**src/rtl/alu_sequencer.sv**
```systemverilog
// Single-issue ALU command sequencer: read two registers, drive the ALU,
// write the result back. One command in flight, valid/ready on the command side.
module alu_sequencer #(
  parameter int WORDSIZE = 64,
  parameter int SIZE     = 32,
  parameter int ADDR_W   = $clog2(SIZE)
) (
  input  logic                clk,
  input  logic                reset,
  input  logic                cmd_valid,
  output logic                cmd_ready,
  input  logic [4:0]          cmd_op,
  input  logic [ADDR_W-1:0]   cmd_rs1,
  input  logic [ADDR_W-1:0]   cmd_rs2,
  input  logic [ADDR_W-1:0]   cmd_rd,
  output logic [ADDR_W-1:0]   rf_ra1,
  output logic [ADDR_W-1:0]   rf_ra2,
  input  logic [WORDSIZE-1:0] rf_rd1,
  input  logic [WORDSIZE-1:0] rf_rd2,
  output logic [WORDSIZE-1:0] alu_a,
  output logic [WORDSIZE-1:0] alu_b,
  output logic [4:0]          alu_op,
  input  logic [WORDSIZE-1:0] alu_result,
  output logic                rf_we,
  output logic [ADDR_W-1:0]   rf_wa,
  output logic [WORDSIZE-1:0] rf_wd,
  output logic                busy,
  output logic                done,
  output logic                err
);

  typedef enum logic [1:0] {
    IDLE  = 2'd0,
    READ  = 2'd1,
    EXEC  = 2'd2,
    WRITE = 2'd3
  } state_e;

  state_e state_q, state_d;

  logic [4:0]          op_q, op_d;
  logic [ADDR_W-1:0]   rs1_q, rs1_d;
  logic [ADDR_W-1:0]   rs2_q, rs2_d;
  logic [ADDR_W-1:0]   rd_q, rd_d;
  logic [WORDSIZE-1:0] opa_q, opa_d;
  logic [WORDSIZE-1:0] opb_q, opb_d;
  logic [WORDSIZE-1:0] res_q, res_d;
  logic                err_q, err_d;

  logic accept;
  logic illegal;

  assign accept  = (state_q == IDLE) && cmd_valid;
  assign illegal = (op_q > 5'd3);

  always_ff @(posedge clk or posedge reset) begin
    if (reset) begin
      state_q <= IDLE;
    end else begin
      state_q <= state_d;
    end
  end

  always_comb begin
    state_d = state_q;
    unique case (state_q)
      IDLE:  if (accept) state_d = READ;
      READ:  state_d = illegal ? WRITE : EXEC;
      EXEC:  state_d = WRITE;
      WRITE: state_d = IDLE;
      default: state_d = IDLE;
    endcase
  end

  // Latched command, operands and result; held between commands.
  always_comb begin
    op_d  = op_q;
    rs1_d = rs1_q;
    rs2_d = rs2_q;
    rd_d  = rd_q;
    opa_d = opa_q;
    opb_d = opb_q;
    res_d = res_q;
    err_d = err_q;
    unique case (state_q)
      IDLE: begin
        if (accept) begin
          op_d  = cmd_op;
          rs1_d = cmd_rs1;
          rs2_d = cmd_rs2;
          rd_d  = cmd_rd;
          err_d = 1'b0;
        end
      end
      READ: begin
        opa_d = rf_rd1;
        opb_d = rf_rd2;
        err_d = illegal;
      end
      EXEC:  res_d = alu_result;
      WRITE: ;
      default: ;
    endcase
  end

  always_ff @(posedge clk or posedge reset) begin
    if (reset) begin
      op_q  <= '0;
      rs1_q <= '0;
      rs2_q <= '0;
      rd_q  <= '0;
      opa_q <= '0;
      opb_q <= '0;
      res_q <= '0;
      err_q <= 1'b0;
    end else begin
      op_q  <= op_d;
      rs1_q <= rs1_d;
      rs2_q <= rs2_d;
      rd_q  <= rd_d;
      opa_q <= opa_d;
      opb_q <= opb_d;
      res_q <= res_d;
      err_q <= err_d;
    end
  end

  always_comb begin
    cmd_ready = 1'b0;
    busy      = 1'b1;
    done      = 1'b0;
    err       = 1'b0;
    rf_we     = 1'b0;
    unique case (state_q)
      IDLE: begin
        cmd_ready = 1'b1;
        busy      = 1'b0;
      end
      READ: ;
      EXEC: ;
      WRITE: begin
        done  = 1'b1;
        err   = err_q;
        rf_we = ~err_q;
      end
      default: ;
    endcase
  end

  assign rf_ra1 = rs1_q;
  assign rf_ra2 = rs2_q;
  assign alu_a  = opa_q;
  assign alu_b  = opb_q;
  assign alu_op = op_q;
  assign rf_wa  = rd_q;
  assign rf_wd  = res_q;

endmodule

```
**config.mk**
```make
export PLATFORM = sky130hd
export DESIGN_NAME = alu_sequencer
export DESIGN_NICKNAME = d
export VERILOG_FILES = /design/src/rtl/alu_sequencer.sv
export SDC_FILE = /design/constraint.sdc
export NUM_CORES = 1
export LEC_CHECK = 0
export CAP_MARGIN = 30
export CELL_PAD_IN_SITES_DETAIL_PLACEMENT = 2
export CELL_PAD_IN_SITES_GLOBAL_PLACEMENT = 2
export CORE_UTILIZATION = 25
export DETAILED_ROUTE_END_ITERATION = 16
export GPL_TIMING_DRIVEN = 0
export PLACE_DENSITY_LB_ADDON = 0.05
export REMOVE_ABC_BUFFERS = 1
export SYNTH_ARGS = -nofsm -noshare
export SYNTH_HDL_FRONTEND = slang
export SYNTH_SLANG_ARGS = --single-unit
```
**constraint.sdc**
```tcl
create_clock -name clk -period 8.8 [get_ports clk]
set_clock_uncertainty 0.2 [all_clocks]
set_input_delay 0.88 -clock clk [delete_from_list [all_inputs] [get_ports clk]]
set_output_delay 0.88 -clock clk [all_outputs]
set_load 0.1 [all_outputs]
```
==> metrics <==
HP Start rf_ra1[1]; H-tree depth 1; root buf cell clkbuf_16; std cell rows 65; Async SR Flop Fraction 100%; Worst-Skew Late Latency 0.53 ns; first-pass GRT wire length 42,700 um; RR Startpoint state_q[1]; placed wire-length estimate 21,200 um; clk sinks 215; CTS buffer count 28; per-cell routed wire length 20.7 um; reported max-cap violation count 0; fin crit share 42.7%; share of cells above drive strength 1 30.0%; die height 182 um; fraction of the mapped netlist area in adder cells 0.619%; DR iter-0 viols 102; vias per inst 4.29; post-synthesis mux area share 29.5%; num ports 432; actual slew at the worst max-slew pin 1.04 ns; clk slew on worst S/H paths 0.05 ns; critical path startpoint category flip-flop; grt total ovfl 0; Routed WL 28,400 um; r2r worst-path depth 4; TritonCTS clock tree done; post-CTS setup buffers 0; largest family of logic cells by synthesized area multiplexers; Filler cells 3,009; hold depth 1; top cells by area, synth dfrtp_1, mux2_2, buf_4; hold crit path type reg -> reg; Residual DRC 0; Seq/Total Area, Yosys 66.6%; flops & latches, synth 215; initial antenna violation count 7; final setup violation count 0; Synth Area per Inst 17.1 um2; Distinct cells, synth 16; Max Freq 266 MHz; initial core utilization 25.5%; Pins Over Slew Limit 0; Ys Warns 0; Tot GR Track Use 17.2%; Yosys top cell by area dfrtp_1; area share of the largest cell type after synthesis 66.6%; Main synth FF type dfrtp_1; cell with the most instances after synthesis dfrtp_1; post-cts sizing count 0; vias in the first global route 6,956; Slew HR 30.4%; Synth Area in XOR/XNOR 0%; CP Class reg -> out; area delta synth->final 80.9%; Mapped Area 8080 um2; PortBufs 431; die width 182 um; Fin Setup TNS 0 ns; Layout Nets 1,164; Max Fanout on Critical Path 7; final RePlAce weighted congestion 0.758; Final ANT Viol Nets 0; cells after synthesis 474; First-pass DRT Iterations 4; status completed; Worst Path Arrival 2.68 ns; CTS Buffer Depth 3; largest net degree at the start of global routing 126; RSZ-0062 raised after global routing false; critical path required time 7.72 ns; crit end category output pin; Tmin final 3.76 ns; CTS Hold Bufs 0; R2R Path End alu_a[46]; area of the multi-input gates 2540 um2; Die ar. 33,100 um2; Synth top cells by count dfrtp_1, mux2_2, buf_4; final hold vios 0; simple-gate share of the synthesized area 0.495%; WHS Endpoint rf_ra1[1]; core area 31,700 um2; register area 5380 um2; post-synthesis compound-gate area fraction 0.464%; setup slack, reg-to-reg 6.30 ns; Post-synth EDFFs 0; DR vias 5,883
## per-layer routing
metal	global-route usage, %	vias up	share of wire [%]
met2	31.0	287	52
met5	0	-	0.098
met3	8.36	38	11
li1	-	2609	-
met1	17.0	2945	34
met4	5.97	4	2.7
## how the worst max path moves through the flow
stage / from / to
final: state_q[0] / cmd_ready
after global routing: state_q[0] / cmd_ready
after CTS: state_q[0] / cmd_ready
after detailed placement: state_q[0] / cmd_ready
after global placement: reset / rf_ra1[1]
after floorplan: reset / alu_a[0]
## state kept, by name, summed over array words and instances (netlist names)
register,flops
alu_a,64
alu_b,64
rf_wd,64
alu_op,5
rf_ra1,5
rf_ra2,5
rf_wa,5
state_q,2
err_q,1
## metrics by stage
step	util, %	instances	setup slack, ns	instance area, um2	hold slack [ns]
after floorplan	-	451	1.84	7920	0.293
after global placement	40.1	1284	-1.07	12700	0.288
after detailed placement	42.9	1314	5.59	13600	0.294
after CTS	45.8	1365	5.00	14500	0.306
after global routing	46.1	1372	4.94	14600	0.317
final	46.1	1372	5.04	14600	0.302
## cells in the final DEF (no fill, tap or decap)
cell,n
ha_4,2
o21ai_0,1
bufinv_16,2
ha_1,2
inv_8,1
o221ai_1,1
clkbuf_1,10
dfrtp_1,215
diode_2,4
a21oi_1,3
buf_16,33
clkbuf_8,6
o31a_1,1
nand2_1,3
clkdlybuf4s50_1,431
clkbuf_16,29
mux2_2,212
nor2b_1,1
nor2_1,1
clkinv_4,1
or2_2,1
inv_1,5
nand2b_1,1
and2_1,1
clkinv_2,2
clkinvlp_4,1
## cell type report
type                            instances  area share, %
Sequential cell                       215           36.8
Timing Repair Buffer                  464           35.7
Multi-Input combinational cell        230           17.4
Clock buffer                           45           5.79
Tap cell                              402           3.44
Clock inverter                          6          0.591
Inverter                                6          0.205
Antenna cell                            4         0.0685
## cell families (layout without fill, tap and decap cells)
| kind of cell | after synthesis | count (layout) |
|---|---|---|
| flops | 215 | 215 |
| simple gates | 8 | 8 |
| mux | 212 | 212 |
| buf+inv | 29 | 521 |
| other cells | 0 | 4 |
| fa+ha+maj | 4 | 4 |
| compound gates | 6 | 6 |
## worst max-delay path, stage by stage (launching register included)
cell and delay (ns):
dfrtp_1 0.45, inv_1 0.16, ha_1 0.34, clkdlybuf4s50_1 1.20
Power is left out: the tool's default activity adds up to more than one toggle a clock period on the data nets, which glitch-free logic cannot reach.
